## config.mk

```make
export PLATFORM = sky130hd
export DESIGN_NAME = period_lock_ctrl
export DESIGN_NICKNAME = d
export VERILOG_FILES = /design/src/rtl/period_lock_ctrl_pkg.sv /design/src/rtl/period_lock_ctrl_lag_cmp_line.sv /design/src/rtl/period_lock_ctrl.sv
export SDC_FILE = /design/constraint.sdc
export NUM_CORES = 1
export LEC_CHECK = 0
export CAP_MARGIN = 20
export CORE_UTILIZATION = 40
export CTS_BUF_LIST = sky130_fd_sc_hd__clkbuf_4
export DETAILED_ROUTE_END_ITERATION = 8
export GPL_ROUTABILITY_DRIVEN = 0
export MAX_ROUTING_LAYER = met4
export PLACE_DENSITY_LB_ADDON = 0.12
export SLEW_MARGIN = 20
export SYNTH_ARGS = -nofsm -noshare
export SYNTH_HDL_FRONTEND = slang
export SYNTH_HIERARCHICAL = 1
export SYNTH_SLANG_ARGS = --single-unit
export TNS_END_PERCENT = 30
```

## constraint.sdc

```tcl
create_clock -name clk -period 3.1 [get_ports clk]
set_clock_uncertainty 0.05 [all_clocks]
set_input_delay 0.62 -clock clk [delete_from_list [all_inputs] [get_ports clk]]
set_output_delay 0.62 -clock clk [all_outputs]
set_load 0.02 [all_outputs]
```

## src/rtl/period_lock_ctrl_pkg.sv

```systemverilog
// Shared types and defaults for the period lock controller.
package period_lock_ctrl_pkg;

  localparam int unsigned DEF_DW         = 8;
  localparam int unsigned DEF_MAX_LAG    = 8;
  localparam int unsigned DEF_LOCK_CNT   = 4;
  localparam int unsigned DEF_UNLOCK_CNT = 2;

  typedef enum logic [1:0] {
    ST_IDLE,
    ST_HUNT,
    ST_CONFIRM,
    ST_LOCKED
  } lock_state_t;

  // Width needed to hold lag values 0..max_lag.
  function automatic int unsigned lag_width(input int unsigned max_lag);
    return $clog2(max_lag + 1);
  endfunction

endpackage

```

## src/rtl/period_lock_ctrl_lag_cmp_line.sv

```systemverilog
// Sample history line with fill tracking and a compare against the sample `lag` back.
module lag_cmp_line
  import period_lock_ctrl_pkg::*;
#(
  parameter int unsigned DW      = DEF_DW,
  parameter int unsigned MAX_LAG = DEF_MAX_LAG,
  parameter int unsigned LW      = lag_width(DEF_MAX_LAG)
) (
  input  logic          clk,
  input  logic          rst,
  input  logic          shift,
  input  logic          fill_clr,
  input  logic [LW-1:0] lag,
  input  logic [DW-1:0] data_in,
  output logic          cmp,
  output logic          cmp_valid
);

  logic [DW-1:0] hist [MAX_LAG];
  logic [LW-1:0] fill;
  logic [DW-1:0] tap;

  // Decoded mux avoids an index wider than the history depth.
  always_comb begin
    tap = '0;
    for (int unsigned k = 0; k < MAX_LAG; k++) begin
      if (lag == LW'(k + 1)) tap = hist[k];
    end
  end

  assign cmp_valid = shift & (fill >= lag);
  assign cmp       = (data_in == tap);

  always_ff @(posedge clk or posedge rst) begin
    if (rst) begin
      for (int unsigned k = 0; k < MAX_LAG; k++) hist[k] <= '0;
    end else if (shift) begin
      hist[0] <= data_in;
      for (int unsigned k = 1; k < MAX_LAG; k++) hist[k] <= hist[k-1];
    end
  end

  always_ff @(posedge clk or posedge rst) begin
    if (rst) begin
      fill <= '0;
    end else if (fill_clr) begin
      fill <= '0;
    end else if (shift && (fill < LW'(MAX_LAG))) begin
      fill <= fill + LW'(1);
    end
  end

endmodule

```

## src/rtl/period_lock_ctrl.sv

```systemverilog
// Hunt/confirm/lock controller that finds the repetition period of a sample stream.
module period_lock_ctrl
  import period_lock_ctrl_pkg::*;
#(
  parameter int unsigned DW         = DEF_DW,
  parameter int unsigned MAX_LAG    = DEF_MAX_LAG,
  parameter int unsigned LOCK_CNT   = DEF_LOCK_CNT,
  parameter int unsigned UNLOCK_CNT = DEF_UNLOCK_CNT,
  localparam int unsigned LW        = lag_width(MAX_LAG)
) (
  input  logic          clk,
  input  logic          rst,
  input  logic          en,
  input  logic          data_vld,
  input  logic [DW-1:0] data_in,
  output logic [LW-1:0] lag,
  output logic          match,
  output logic          hunting,
  output logic          locked,
  output logic          sweep_fail
);

  localparam int unsigned HW = $clog2(LOCK_CNT + 1);
  localparam int unsigned MW = $clog2(UNLOCK_CNT + 1);

  lock_state_t   state;
  logic [HW-1:0] hit_cnt;
  logic [MW-1:0] miss_cnt;
  logic          cmp;
  logic          cmp_valid;
  logic          lag_wrap;
  logic [LW-1:0] lag_next;

  lag_cmp_line #(
    .DW      (DW),
    .MAX_LAG (MAX_LAG),
    .LW      (LW)
  ) u_line (
    .clk       (clk),
    .rst       (rst),
    .shift     (en & data_vld),
    .fill_clr  (state == ST_IDLE),
    .lag       (lag),
    .data_in   (data_in),
    .cmp       (cmp),
    .cmp_valid (cmp_valid)
  );

  assign lag_wrap = (lag == LW'(MAX_LAG));
  assign lag_next = lag_wrap ? LW'(1) : lag + LW'(1);

  assign hunting = (state == ST_HUNT) || (state == ST_CONFIRM);
  assign locked  = (state == ST_LOCKED);

  always_ff @(posedge clk or posedge rst) begin
    if (rst) begin
      state      <= ST_IDLE;
      lag        <= LW'(1);
      hit_cnt    <= '0;
      miss_cnt   <= '0;
      match      <= 1'b0;
      sweep_fail <= 1'b0;
    end else begin
      sweep_fail <= 1'b0;
      match      <= cmp_valid & cmp;
      if (!en) begin
        state    <= ST_IDLE;
        lag      <= LW'(1);
        hit_cnt  <= '0;
        miss_cnt <= '0;
      end else begin
        case (state)
          ST_IDLE: begin
            state    <= ST_HUNT;
            lag      <= LW'(1);
            hit_cnt  <= '0;
            miss_cnt <= '0;
          end
          ST_HUNT: begin
            if (cmp_valid) begin
              if (cmp) begin
                if (LOCK_CNT == 1) begin
                  state <= ST_LOCKED;
                end else begin
                  state   <= ST_CONFIRM;
                  hit_cnt <= HW'(1);
                end
              end else begin
                lag        <= lag_next;
                sweep_fail <= lag_wrap;
              end
            end
          end
          ST_CONFIRM: begin
            if (cmp_valid) begin
              if (cmp) begin
                if (hit_cnt == HW'(LOCK_CNT - 1)) begin
                  state   <= ST_LOCKED;
                  hit_cnt <= '0;
                end else begin
                  hit_cnt <= hit_cnt + HW'(1);
                end
              end else begin
                state      <= ST_HUNT;
                lag        <= lag_next;
                sweep_fail <= lag_wrap;
                hit_cnt    <= '0;
              end
            end
          end
          ST_LOCKED: begin
            if (cmp_valid) begin
              if (cmp) begin
                miss_cnt <= '0;
              end else if (miss_cnt == MW'(UNLOCK_CNT - 1)) begin
                state    <= ST_HUNT;
                hit_cnt  <= '0;
                miss_cnt <= '0;
              end else begin
                miss_cnt <= miss_cnt + MW'(1);
              end
            end
          end
          default: state <= ST_IDLE;
        endcase
      end
    end
  end

endmodule

```

==> results of run 1 <==
## cells in the final DEF, fill, tap and decap left out, types with 5 or more instances in the layout
cell | synthesis | routed
a21oi_1 | 15 | 14
a31oi_1 | 5 | 5
buf_4 | 3 | 37
clkbuf_4 | 0 | 11
clkdlybuf4s50_1 | 0 | 19
dfrtp_1 | 80 | 80
ha_1 | 12 | 12
inv_1 | 20 | 19
mux2_2 | 62 | 62
mux2i_1 | 12 | 12
nand2_1 | 31 | 31
nand2b_1 | 6 | 6
nand3_1 | 6 | 6
nor2_1 | 24 | 23
nor2b_1 | 6 | 6
o21ai_0 | 16 | 12
xor2_1 | 5 | 5
## power by group through the flow
stage	sequential (mW)	clock [mW]	combinational (mW)
3_3_place_gp	1.69	0	0.988
3_5_place_dp	1.69	0	1.01
2_1_floorplan	1.60	0	0.782
6_report	1.67	0.615	1.06
5_1_grt	1.73	0.678	1.17
4_1_cts	1.67	0.641	1.02
## per-stage QoR
step | cells | util (%)
finish | 582 | 49.5
global route | 582 | 49.5
CTS | 579 | 48.4
detailed placement | 560 | 46.9
global placement | 560 | 46.9
floorplan | 386 | -
## worst paths after layout
kind	from	depth (start not counted)	slack, ns	endpoint
worst min-delay path	rst	2	0.35	u_line/fill[1]$_DFFE_PP0P_
min in group clk	u_line/hist[29]$_DFFE_PP0P_	2	0.46	u_line/hist[21]$_DFFE_PP0P_
worst min register to register	u_line/hist[29]$_DFFE_PP0P_	2	0.46	u_line/hist[21]$_DFFE_PP0P_
worst max-delay path	lag[0]$_DFFE_PP1P_	13	0.02	state[1]$_DFFE_PP0P_
worst max register to register	lag[0]$_DFFE_PP1P_	13	0.02	state[1]$_DFFE_PP0P_
max in group asynchronous	rst	3	2.07	u_line/hist[18]$_DFFE_PP0P_
## registers in the layout, summed over array words and instances, names as in the netlist
register / flops
u_line/hist: 64
hit_cnt: 3
miss_cnt: 2
u_line/fill: 4
match: 1
lag: 4
state: 2
sweep_fail: 1
## cells by family after synthesis
| group | share of synthesized area, % |
|---|---|
| muxes | 19.4 |
| AOI/OAI and AO/OA | 12.6 |
| DFF | 47.5 |
| and+or+nand+nor | 11.0 |
| adders and majority gates | 3.51 |
| buffers and inverters | 4.16 |
| xor gates and xnor gates | 1.84 |
## layout make-up
| type | instances | area (um^2) | area share (%) |
|---|---|---|---|
| Multi-Input combinational cell | 267 | 2150 | 42.1 |
| Sequential cell | 81 | 2030 | 39.7 |
| Timing Repair Buffer | 62 | 557 | 10.9 |
| Tap cell | 136 | 170 | 3.33 |
| Clock buffer | 11 | 82.6 | 1.62 |
| Inverter | 20 | 75.1 | 1.47 |
| Clock inverter | 5 | 47.5 | 0.930 |
## synth_stat cells, types with 3 or more instances
cell type  number  area share [%]
o21a_1          3            0.53
mux2i_1        12             2.8
xnor2_1         4            0.82
buf_2           4            0.47
ha_1           12             3.5
xor2_1          5             1.0
a211oi_1        3            0.53
nor2_1         24             2.1
clkbuf_1       10            0.88
nand4_1         3            0.44
nor2b_1         6            0.88
o31ai_1         3            0.53
inv_1          20             1.8
o21ai_0        16             1.9
a31oi_1         5            0.73
a21oi_1        15             1.8
dfrtp_1        80              47
nor3_1          3            0.35
nand2b_1        6            0.88
nand2_1        31             2.7
buf_4           3            0.53
nand3_1         6            0.70
mux2_2         62              16
a221oi_1        3            0.61
a22oi_1         3            0.53
## worst max-delay path, cell delays in order, from the launching register on
cell and delay [ns]:
dfstp_2 0.57, buf_6 0.12, buf_12 0.11, buf_8 0.11, nor2_1 0.05, nor4_2 0.20
o21ai_0 0.12, a32oi_1 0.21, mux2i_1 0.30, o41ai_2 0.08, and4b_2 0.26, and4bb_4 0.39
o221ai_4 0.13, o41ai_2 0.31
## what timing repair did
action                                  in CTS  in global routing
buffers inserted                             3                  2
endpoints found under the setup margin       6                 12
pin swaps                                    1                 11
cloned                                       0                  1
gates resized for setup                      2                 25
## layer usage
layer | up-vias | routed length [um] | part of all wire (%) | track usage, %
met5 | - | 0 | 0 | -
met4 | 0 | 208 | 2.2 | 8.65
met3 | 14 | 176 | 1.8 | 2.66
met2 | 33 | 4480 | 47 | 30.2
met1 | 1555 | 4760 | 49 | 25.3
li1 | 1515 | - | - | -
==> flow_metrics.env, run 1 <==
export IMPL_cts_sink_count=81
export IMPL_tightest_slew_ns=0.536
export IMPL_p_sw_share_pct=33.2
export IMPL_antenna_found_initial=0
export IMPL_clkPwrFrac_pct=18.4
export IMPL_root_buffer="clkbuf_4"
export IMPL_antennaDiodeCount=0
export IMPL_grt_start_max_net_pins=39
export IMPL_drt_wl_total_um=9620
export IMPL_dpl_cell_area_um2=4840
export IMPL_crit_required_ns=3.42
export IMPL_synth_cell_type_count=56
export IMPL_p_leak_nw=2.24
export IMPL_avgSynthCellArea_um2=11.1
export IMPL_finalSetupViolations=0
export IMPL_synth_seq_cells=81
export IMPL_status="complete, no violations"
export IMPL_slew_violations=0
export IMPL_place_ws_ns=-0.212
export IMPL_cts_buffers=9
export IMPL_p_int_mw=2.23
export IMPL_synth_cells=386
export IMPL_ys_seq_area_share_pct=47.5
export IMPL_min_period_ns=3.08
export IMPL_crit_fanout=7
export IMPL_hold_path_class="in -> async"
export IMPL_criticalPathCategory="reg -> reg"
export IMPL_rsz0062_at_grt="yes"
export IMPL_fp_dieW_um=105
export IMPL_area_delta_synth_final_pct=19.6
export IMPL_setup_ws_ns=0.0220
export IMPL_nets=465
export IMPL_ioPinCount=20
export IMPL_mappedNetlistArea_um2=4270
export IMPL_crit_path_start_kind="flop"
export IMPL_timing_hold_ws_ns=0.347
export IMPL_fin_area_um2=5110
export IMPL_grt_overflow_total=0
export IMPL_fillers=959
export IMPL_dieHeight_um=105
export IMPL_fin_crit_sh_pct=99.3
export IMPL_synth_ff_type="dfrtp_1"
export IMPL_p_seq_share_pct=49.8
export IMPL_fmax_mhz=325
export IMPL_critical_path_arrival_ns=3.40
export IMPL_power_net_switching_mw=1.11
export IMPL_drtAntennaViolNets=0
export IMPL_dp_hpwl_um=6930
export IMPL_initial_utilization_pct=41.4
export IMPL_synthArstFlopShare_pct=100
export IMPL_p_per_area_nw_per_um2=655
export IMPL_viasPerCell=5.36
export IMPL_route_detailed_drc=0
export IMPL_grt_util_all_layers_pct=19.4
export IMPL_synth_edff_count=0
export IMPL_clockBufferDepth=2
export IMPL_ys_warnings_count=6
export IMPL_port_buffers=19
export IMPL_vias=3117
export IMPL_ir_worst_vdd_mv=0.332
export IMPL_drt_pass1_iterations=4
export IMPL_endpoint_kind="flop"
export IMPL_die_area_um2=11100
export IMPL_cts_hold_buf=0
export IMPL_syn_num_nets=410
export IMPL_insertion_delay_ns=0.45
export IMPL_maxSlewHeadroom_pct=64.2
export IMPL_drive_gt1_share_pct=31.6
export IMPL_hold_violations=0
export IMPL_cts_tree="done"
export IMPL_drt_iter0_drc=131
export IMPL_row_count=37
export IMPL_wl_per_cell_um=16.5
export IMPL_htreeDepth=3
export IMPL_grt_pass1_wl_um=16300
export IMPL_finalPower_mw=3.34
export IMPL_combPwrFrac_pct=31.8
export IMPL_core_um2=10300
export IMPL_first_global_vias=3181
export IMPL_setup_tns_ns=0
export IMPL_drv_cap=0
export IMPL_path_clk_slew_ns=0.14
Power figures use the tool's default switching activity.
==> inputs of run 2 (changes only) <==
--- a/config.mk
+++ b/config.mk
@@ -10,6 +10,7 @@
 export CTS_BUF_LIST = sky130_fd_sc_hd__clkbuf_4
 export DETAILED_ROUTE_END_ITERATION = 8
 export GPL_ROUTABILITY_DRIVEN = 0
+export HOLD_SLACK_MARGIN = 0.03
 export MAX_ROUTING_LAYER = met4
 export PLACE_DENSITY_LB_ADDON = 0.12
 export SLEW_MARGIN = 20
==> results of run 2 <==
Same layout as run 1: the final DEF is identical, and so are final timing and power.
==> inputs of run 3 (changes only) <==
--- a/config.mk
+++ b/config.mk
@@ -5,7 +5,6 @@
 export SDC_FILE = /design/constraint.sdc
 export NUM_CORES = 1
 export LEC_CHECK = 0
-export CAP_MARGIN = 20
 export CORE_UTILIZATION = 40
 export CTS_BUF_LIST = sky130_fd_sc_hd__clkbuf_4
 export DETAILED_ROUTE_END_ITERATION = 8
@@ -13,6 +12,7 @@
 export HOLD_SLACK_MARGIN = 0.03
 export MAX_ROUTING_LAYER = met4
 export PLACE_DENSITY_LB_ADDON = 0.12
+export RECOVER_POWER = 50
 export SLEW_MARGIN = 20
 export SYNTH_ARGS = -nofsm -noshare
 export SYNTH_HDL_FRONTEND = slang
==> run 3 against run 2 <==
Net effect: the run now ends with max-capacitance violations, max-slew violations left; cell count unchanged; sequential share of layout area increased by 0.097 points; final area shrank 0.24%; power down 0.10%.
==> flow_metrics.env, run 3 (synthesized netlist as in run 1, its figures left out) <==
export IMPL_maxSlewHeadroom_pct=-12.8
export IMPL_p_per_area_nw_per_um2=656
export IMPL_cts_sink_count=81
export IMPL_clockBufferDepth=2
export IMPL_grt_util_all_layers_pct=19.4
export IMPL_vias=3113
export IMPL_wl_per_cell_um=16.5
export IMPL_antenna_found_initial=0
export IMPL_ioPinCount=20
export IMPL_final_cell_mix="dfrtp_1, mux2_2, buf_4"
export IMPL_die_area_um2=11100
export IMPL_holdCritStartpoint="u_line/hist[29]$_DFFE_PP0P_"
export IMPL_area_delta_synth_final_pct=19.3
export IMPL_place_ws_ns=-0.212
export IMPL_drt_pass1_iterations=4
export IMPL_cts_hold_buf=0
export IMPL_hold_path_class="reg -> reg"
export IMPL_cts_tree="done"
export IMPL_drtAntennaViolNets=0
export IMPL_finalSetupViolations=0
export IMPL_rrSetupSlack_ns=0.02
export IMPL_reg_top3="u_line/hist: 64 flops, lag: 4 flops, u_line/fill: 4 flops"
export IMPL_crit_fanout=4
export IMPL_nets=465
export IMPL_hold_violations=0
export IMPL_p_leak_nw=2.24
export IMPL_min_period_ns=3.08
export IMPL_insertion_delay_ns=0.45
export IMPL_grt_pass1_wl_um=16300
export IMPL_tightest_slew_ns=1.69
export IMPL_drv_cap=1
export IMPL_first_global_vias=3181
export IMPL_port_buffers=19
export IMPL_grt_overflow_total=0
export IMPL_drt_iter0_drc=130
export IMPL_htreeDepth=3
export IMPL_ir_worst_vdd_mv=0.332
export IMPL_rr_startpoint="lag[0]$_DFFE_PP1P_"
export IMPL_setup_tns_ns=0
export IMPL_status="finished with violations"
export IMPL_final_common_cell="dfrtp_1"
export IMPL_largest_reg_flops=64
export IMPL_path_clk_slew_ns=0.14
export IMPL_critPathBufInv=1
export IMPL_antennaDiodeCount=0
export IMPL_initial_utilization_pct=41.4
export IMPL_crit_family="compound AO/OA/AOI/OAI gates"
export IMPL_fp_dieW_um=105
export IMPL_r2r_cells=10
export IMPL_endpoint_kind="flop"
export IMPL_path_cells="buf_4, mux2_2, a221oi_1, o41ai_1, xnor2_1, nand4_1, and4b_2, nand3b_1, o221ai_4, o41ai_2"
export IMPL_row_count=37
export IMPL_slowest_delay_ns=0.57
export IMPL_fin_crit_sh_pct=99.3
export IMPL_critical_path_arrival_ns=3.39
export IMPL_drive_gt1_share_pct=30.7
export IMPL_setup_ws_ns=0.0217
export IMPL_r2r_end="state[1]$_DFFE_PP0P_"
export IMPL_worstHoldPathCells=2
export IMPL_holdPathEnd="u_line/hist[21]$_DFFE_PP0P_"
export IMPL_core_um2=10300
export IMPL_top_register="u_line/hist"
export IMPL_violations="max-capacitance violations, max-slew violations"
export IMPL_grt_start_max_net_pins=39
export IMPL_fmax_mhz=325
export IMPL_crit_path_start_kind="flop"
export IMPL_dp_hpwl_um=6930
export IMPL_crit_path_top_delay_cell="dfstp_2"
export IMPL_cts_buffers=9
export IMPL_rsz0062_at_grt="yes"
export IMPL_crit_required_ns=3.42
export IMPL_dieHeight_um=105
export IMPL_viasPerCell=5.35
export IMPL_drt_wl_total_um=9620
export IMPL_root_buffer="clkbuf_4"
export IMPL_criticalPathCategory="reg -> reg"
export IMPL_route_detailed_drc=0
export IMPL_slew_violations=39
==> run 3: what timing repair did <==
| action | CTS | global route |
|---|---|---|
| setup buffers | 3 | 2 |
| endpoints found under the setup margin | 6 | 12 |
| pin swaps | 1 | 11 |
| gates cloned | 0 | 1 |
| gates resized for setup | 2 | 25 |
| endpoints found under the hold margin | 0 | 0 |
==> run 3: how the worst max path moves through the flow <==
stage                  startpoint              endpoint  slack, ns  depth (start not counted)
2_1_floorplan  lag[0]$_DFFE_PP1P_  state[0]$_DFFE_PP0P_       0.12                         12
3_3_place_gp           data_in[0]  state[0]$_DFFE_PP0P_      -0.19                         11
3_5_place_dp           data_in[0]  state[0]$_DFFE_PP0P_      -0.21                         11
4_1_cts        lag[0]$_DFFE_PP1P_  state[1]$_DFFE_PP0P_     0.0004                         14
5_1_grt        lag[0]$_DFFE_PP1P_  state[1]$_DFFE_PP0P_      -0.13                         13
6_report       lag[0]$_DFFE_PP1P_  state[1]$_DFFE_PP0P_       0.02                         10
==> run 3: cell type report <==
type                            instances  area (um^2)
Fill cell                             961         5230
Multi-Input combinational cell        267         2150
Sequential cell                        81         2030
Timing Repair Buffer                   62          546
Tap cell                              136          170
Clock buffer                           11         82.6
Inverter                               20         75.1
Clock inverter                          5         47.5
==> run 3: per-layer routing <==
layer  global-route usage [%]  up-vias  wire length, um
li1                         -     1516                -
met1                     25.3     1552             4780
met2                     30.2       31             4460
met3                     2.66       14              167
met4                     8.65        0              208
met5                        -        -                0
==> run 3: where the power goes <==
part	leakage [nW]	switching, mW	internal (mW)
registers	1.00	0.275	1.39
logic	1.16	0.480	0.580
clock network	0.0757	0.357	0.257
total	2.24	1.11	2.23
==> run 3: through the flow <==
| stage | power, mW | utilization, % | instances | hold WS [ns] | instance area, um^2 |
|---|---|---|---|---|---|
| 2_1_floorplan | 2.38 | - | 386 | 0.403 | 4270 |
| 3_3_place_gp | 2.68 | 46.9 | 560 | 0.431 | 4840 |
| 3_5_place_dp | 2.70 | 46.9 | 560 | 0.439 | 4840 |
| 4_1_cts | 3.33 | 48.4 | 579 | 0.324 | 5000 |
| 5_1_grt | 3.57 | 49.4 | 582 | 0.486 | 5100 |
| 6_report | 3.34 | 49.4 | 582 | 0.465 | 5100 |
==> run 3: worst register-to-register path, stage by stage, from the launching register on <==
cell      delay, ns
dfstp_2        0.57
buf_4          0.14
mux2_2         0.33
a221oi_1       0.30
o41ai_1        0.12
xnor2_1        0.28
nand4_1        0.12
and4b_2        0.36
nand3b_1       0.24
o221ai_4       0.17
o41ai_2        0.31
==> RTL change 1 (flow settings as in run 2) <==
Register the inputs `en`, `data_vld` and `data_in` before use. The logic sees them one clock later.
--- a/src/rtl/period_lock_ctrl.sv
+++ b/src/rtl/period_lock_ctrl.sv
@@ -25,2 +25,12 @@
 
+  logic en_q;
+  logic data_vld_q;
+  logic [DW-1:0] data_q;
+
+  always_ff @(posedge clk) begin
+    en_q       <= en;
+    data_vld_q <= data_vld;
+    data_q     <= data_in;
+  end
+
   lock_state_t   state;
@@ -40,6 +50,6 @@
     .rst       (rst),
-    .shift     (en & data_vld),
+    .shift     (en_q & data_vld_q),
     .fill_clr  (state == ST_IDLE),
     .lag       (lag),
-    .data_in   (data_in),
+    .data_in   (data_q),
     .cmp       (cmp),
@@ -65,3 +75,3 @@
       match      <= cmp_valid & cmp;
-      if (!en) begin
+      if (!en_q) begin
         state    <= ST_IDLE;
Check against the original RTL: not equivalent (a bounded check fails within 4 cycles, from zero or initial values and one cycle with rst high).
==> RTL change 1 against run 2 <==
The run now ends with negative setup slack left. Total power is 18% higher. Largest cell class is now sequential cells. Maximum frequency decreased by 2.5%. Sequential share of layout area rose by 2.9 points. Sequential cell count rose by 10. Area after synthesis up 3.8%. Via count is 0.26% higher. Routed wire length increased by 2.7%. Final cell count is 1.4% higher. Final area grew 2.4%. Utilization decreased by 1.2 points. Worst setup slack worse by 0.079 ns.
==> RTL change 1: results (changes against run 2) <==
[sta]
setup-tns-final_ns=-0.142  ; was 0 ns
finalSetupViolCount=5  ; was 0
whs_ns=0.332  ; was 0.347 ns
slew_headroom_pct=41.9  ; was 64.2%
fin_ws_ns=-0.0568  ; was 0.0220 ns

[critical_path]
worst_path_dominant_cell_family=compound AO/OA/AOI/OAI gates  ; was simple AND/OR/NAND/NOR gates
reg2reg_slack_ns=-0.06  ; was 0.02 ns
max_stage_delay_ns=0.65  ; was 0.57 ns
arrival_ns=3.50  ; was 3.40 ns
reg2reg_depth=14  ; was 13
critPathCapture=state[0]  ; was state[1]

[grt]
use_met2_pct=27.6  ; was 30.2%
grt_pass1_wl_um=16500  ; was 16300 um
grt.total_usage_pct=19.4  ; about the same

[logic_synthesis]
synth.area.top_cells=dfrtp_1 45%, mux2_2 16%, dfxtp_1 4.5%  ; was dfrtp_1 47%, mux2_2 16%, ha_1 3.5%
synth-async-reset-ratio_pct=89.0  ; was 100%
synth_nets=421  ; was 410
synthTopCellsByCount=80 x dfrtp_1, 62 x mux2_2, 30 x nand2_1  ; was 80 x dfrtp_1, 62 x mux2_2, 31 x nand2_1
avgSynthCellArea_um2=11.2  ; was 11.1 um^2
synth_cell_types=58  ; was 56

[routing]
drt_iter0_drc=143  ; was 131
wl_met3_um=366  ; was 176 um
wl_met2_um=4430  ; was 4480 um
via_per_inst=5.30  ; was 5.36
wl_met1_um=4990  ; was 4760 um
wirelength_um=9880  ; was 9620 um

[outcome]
violations=negative setup slack
status=finished, violations left  ; was completed

[finish]
n_all_buffers=55  ; was 62
fin_nets=469  ; was 465
fill_cells=1046  ; was 959
multi_input_gates=266  ; was 267
multi_input_area_share_pct=40.3  ; was 42.1%
inv_count=22  ; was 20
reg.largest.list=u_line/hist x64, data_q x8  ; was u_line/hist x64, lag x4, u_line/fill x4
seq_area_um2=2230  ; was 2030 um^2
clockNetworkAreaShare_pct=2.42  ; was 2.55%
buffer_area_share_pct=9.78  ; was 10.9%

[clock_network]
clkSinkCount=91  ; was 81
cts_resized=12  ; was 2

[pwr]
p_leak_nw=2.28  ; was 2.24 nW
peakVddDrop_mv=0.304  ; was 0.332 mV

[place]
hpwl_um=6860  ; was 6930 um
placed_cells=567  ; was 560

[worst_hold_path]
hp-class=in -> async  ; unchanged

RTL change 1: power by group:
part	leakage [nW]	total (mW)	internal [mW]	switching, mW
registers	1.09	1.84	1.53	0.308
clock network	0.0682	0.629	0.235	0.393
logic	1.13	1.49	0.801	0.685
RTL change 1: kinds of logic after synthesis:
logic type               count (synthesis)  synth area share (%)
AND/OR/NAND/NOR                         98                  11.0
flip-flops                              91                  50.2
multiplexers                            74                  18.5
AO/OA/AOI/OAI                           73                  11.2
buffers and inverters                   40                  3.92
adder cells (fa/ha/maj)                 12                  3.38
XOR/XNOR                                 9                  1.78
RTL change 1: stage by stage:
| stage | util, % | setup WS, ns | cell area [um^2] |
|---|---|---|---|
| after floorplan | - | -0.0973 | 4460 |
| after global placement | 45.7 | -0.0349 | 4950 |
| after detailed placement | 45.7 | -0.0824 | 4950 |
| after CTS | 47.6 | -0.0820 | 5160 |
| after global routing | 48.3 | -0.200 | 5230 |
| final | 48.3 | -0.0568 | 5230 |
==> RTL change 2 (config.mk and constraints of run 2) <==
Without the edit above. Change the package constant `DEF_DW` from 8 to 12.
--- a/src/rtl/period_lock_ctrl_pkg.sv
+++ b/src/rtl/period_lock_ctrl_pkg.sv
@@ -3,3 +3,3 @@
 
-  localparam int unsigned DEF_DW         = 8;
+  localparam int unsigned DEF_DW         = 12;
   localparam int unsigned DEF_MAX_LAG    = 8;
Interface: changed (resized data_in); port bits go from 20 to 24. No check against the original RTL was run, so the function may have changed too.
==> RTL change 2 against run 2 <==
The flow now finishes with violations (negative setup slack). Sequential share of layout area is 1.6 points lower. Worst setup slack got worse by 0.30 ns. Total power up 55%. Area after synthesis up 38%. Routed wire length increased by 46%. Sequential cell count rose by 32. Global-route usage is 1.6 points higher. Final area up 45%.
==> RTL change 2: results (changes against run 2) <==
[outcome]
status=finished, violations left  ; was completed
violations=negative setup slack

[logic_synthesis]
muxShareOfSynthArea_pct=22.3  ; was 19.4%
synthTopCellsByCount=112 x dfrtp_1, 108 x mux2_2, 23 x nand2_1  ; was 80 x dfrtp_1, 62 x mux2_2, 31 x nand2_1
synth.area.top_cells=dfrtp_1 48%, mux2_2 21%, ha_1 2.5%  ; was dfrtp_1 47%, mux2_2 16%, ha_1 3.5%
synth-adder-area-share_pct=2.55  ; was 3.51%
seq_area_frac_synth_pct=48.0  ; was 47.5%
avgSynthCellArea_um2=12.1  ; was 11.1 um^2
synth_cell_types=64  ; was 56
synth_compound_area_share_pct=14.1  ; was 12.6%
synthXorXnorAreaFrac_pct=0.892  ; was 1.84%
synth_nets=516  ; was 410

[place]
hpwl_um=9590  ; was 6930 um
portBuffers=23  ; was 19
dpl_worst_slack_ns=-0.472  ; was -0.212 ns
placed_cells=732  ; was 560
dpl_cell_area_um2=6780  ; was 4840 um^2

[routing]
vias=4350  ; was 3117
wirelength_um=14000  ; was 9620 um
drt_iter0_drc=228  ; was 131

[pwr]
p_total_mw=5.17  ; was 3.34 mW
power.switching_mw=1.62  ; was 1.11 mW
pg_seq_mw=2.41  ; was 1.67 mW
p_clk_share_pct=24.8  ; was 18.4%
peakVddDrop_mv=0.344  ; was 0.332 mV
p_leak_nw=3.23  ; was 2.24 nW

[critical_path]
max_stage_delay_ns=0.44  ; was 0.57 ns
critPathMaxFanout=6  ; was 7
worst_path_dominant_cell_family=compound AO/OA/AOI/OAI gates  ; was simple AND/OR/NAND/NOR gates
reg2reg_depth=14  ; was 13
arrival_ns=3.74  ; was 3.40 ns

[finish]
synthToLayoutAreaGrowth_pct=26.0  ; was 19.6%
finalNonFillerCells=779  ; was 582
reg.largest.list=u_line/hist x96, lag x4, u_line/fill x4  ; was u_line/hist x64, lag x4, u_line/fill x4
fin_nets=614  ; was 465
drive_above_1_share_pct=43.1  ; was 31.6%
fill_cells=1250  ; was 959

[clock_network]
clk_pin_slew_worst_paths_ns=0.11  ; was 0.14 ns
cts-buffers-inserted=17  ; was 9
insertion_delay_ns=0.52  ; was 0.45 ns

[sta]
tightest_slew_ns=0.690  ; was 0.536 ns
fin_ws_ns=-0.280  ; was 0.0220 ns
setup-tns-final_ns=-2.19  ; was 0 ns
finalSetupViolCount=11  ; was 0

[grt]
grt_max_degree=100  ; was 39
grt_pass1_vias=4534  ; was 3181
grt_pass1_wl_um=23300  ; was 16300 um
grt.total_usage_pct=21.0  ; was 19.4%
gr-usage-met3_pct=5.07  ; was 2.66%
met1_usage_pct=26.4  ; was 25.3%
use_met2_pct=33.1  ; was 30.2%

[worst_hold_path]
hold_depth=1
hp-class=reg -> reg  ; was in -> async

-- RTL change 2: what timing repair did --
item	CTS	global route
gates cloned	1	0
gates resized for setup	31	10
pin swaps	12	10
endpoints found under the setup margin	12	13
buffers inserted	12	2
-- RTL change 2: cell type report --
type                    instances  area share, %
flip-flops and latches        113           38.1
repair buffers                109           13.2
multi-input cells             330           40.4
well taps                     180           3.04
clock inverters                14           2.61
clock buffers                  18           1.82
inverters                      15          0.810
-- RTL change 2: path summary, 6_finish.rpt --
kind | startpoint | to | slack (ns)
hold / removal | hit_cnt[2] | hit_cnt[2] | 0.45
max in group asynchronous | rst | u_line/hist[59] | 1.80
hold reg to reg | hit_cnt[2] | hit_cnt[2] | 0.45
min in group asynchronous | rst | match | 0.46
setup / recovery | lag[0] | state[1] | -0.28
setup reg to reg | lag[0] | state[1] | -0.28
-- RTL change 2: routing by layer --
layer	share of wire [%]	vias to the layer above
met4	1.9	0
met1	46	2198
li1	-	2046
met2	48	88
met5	0	-
met3	4.0	18
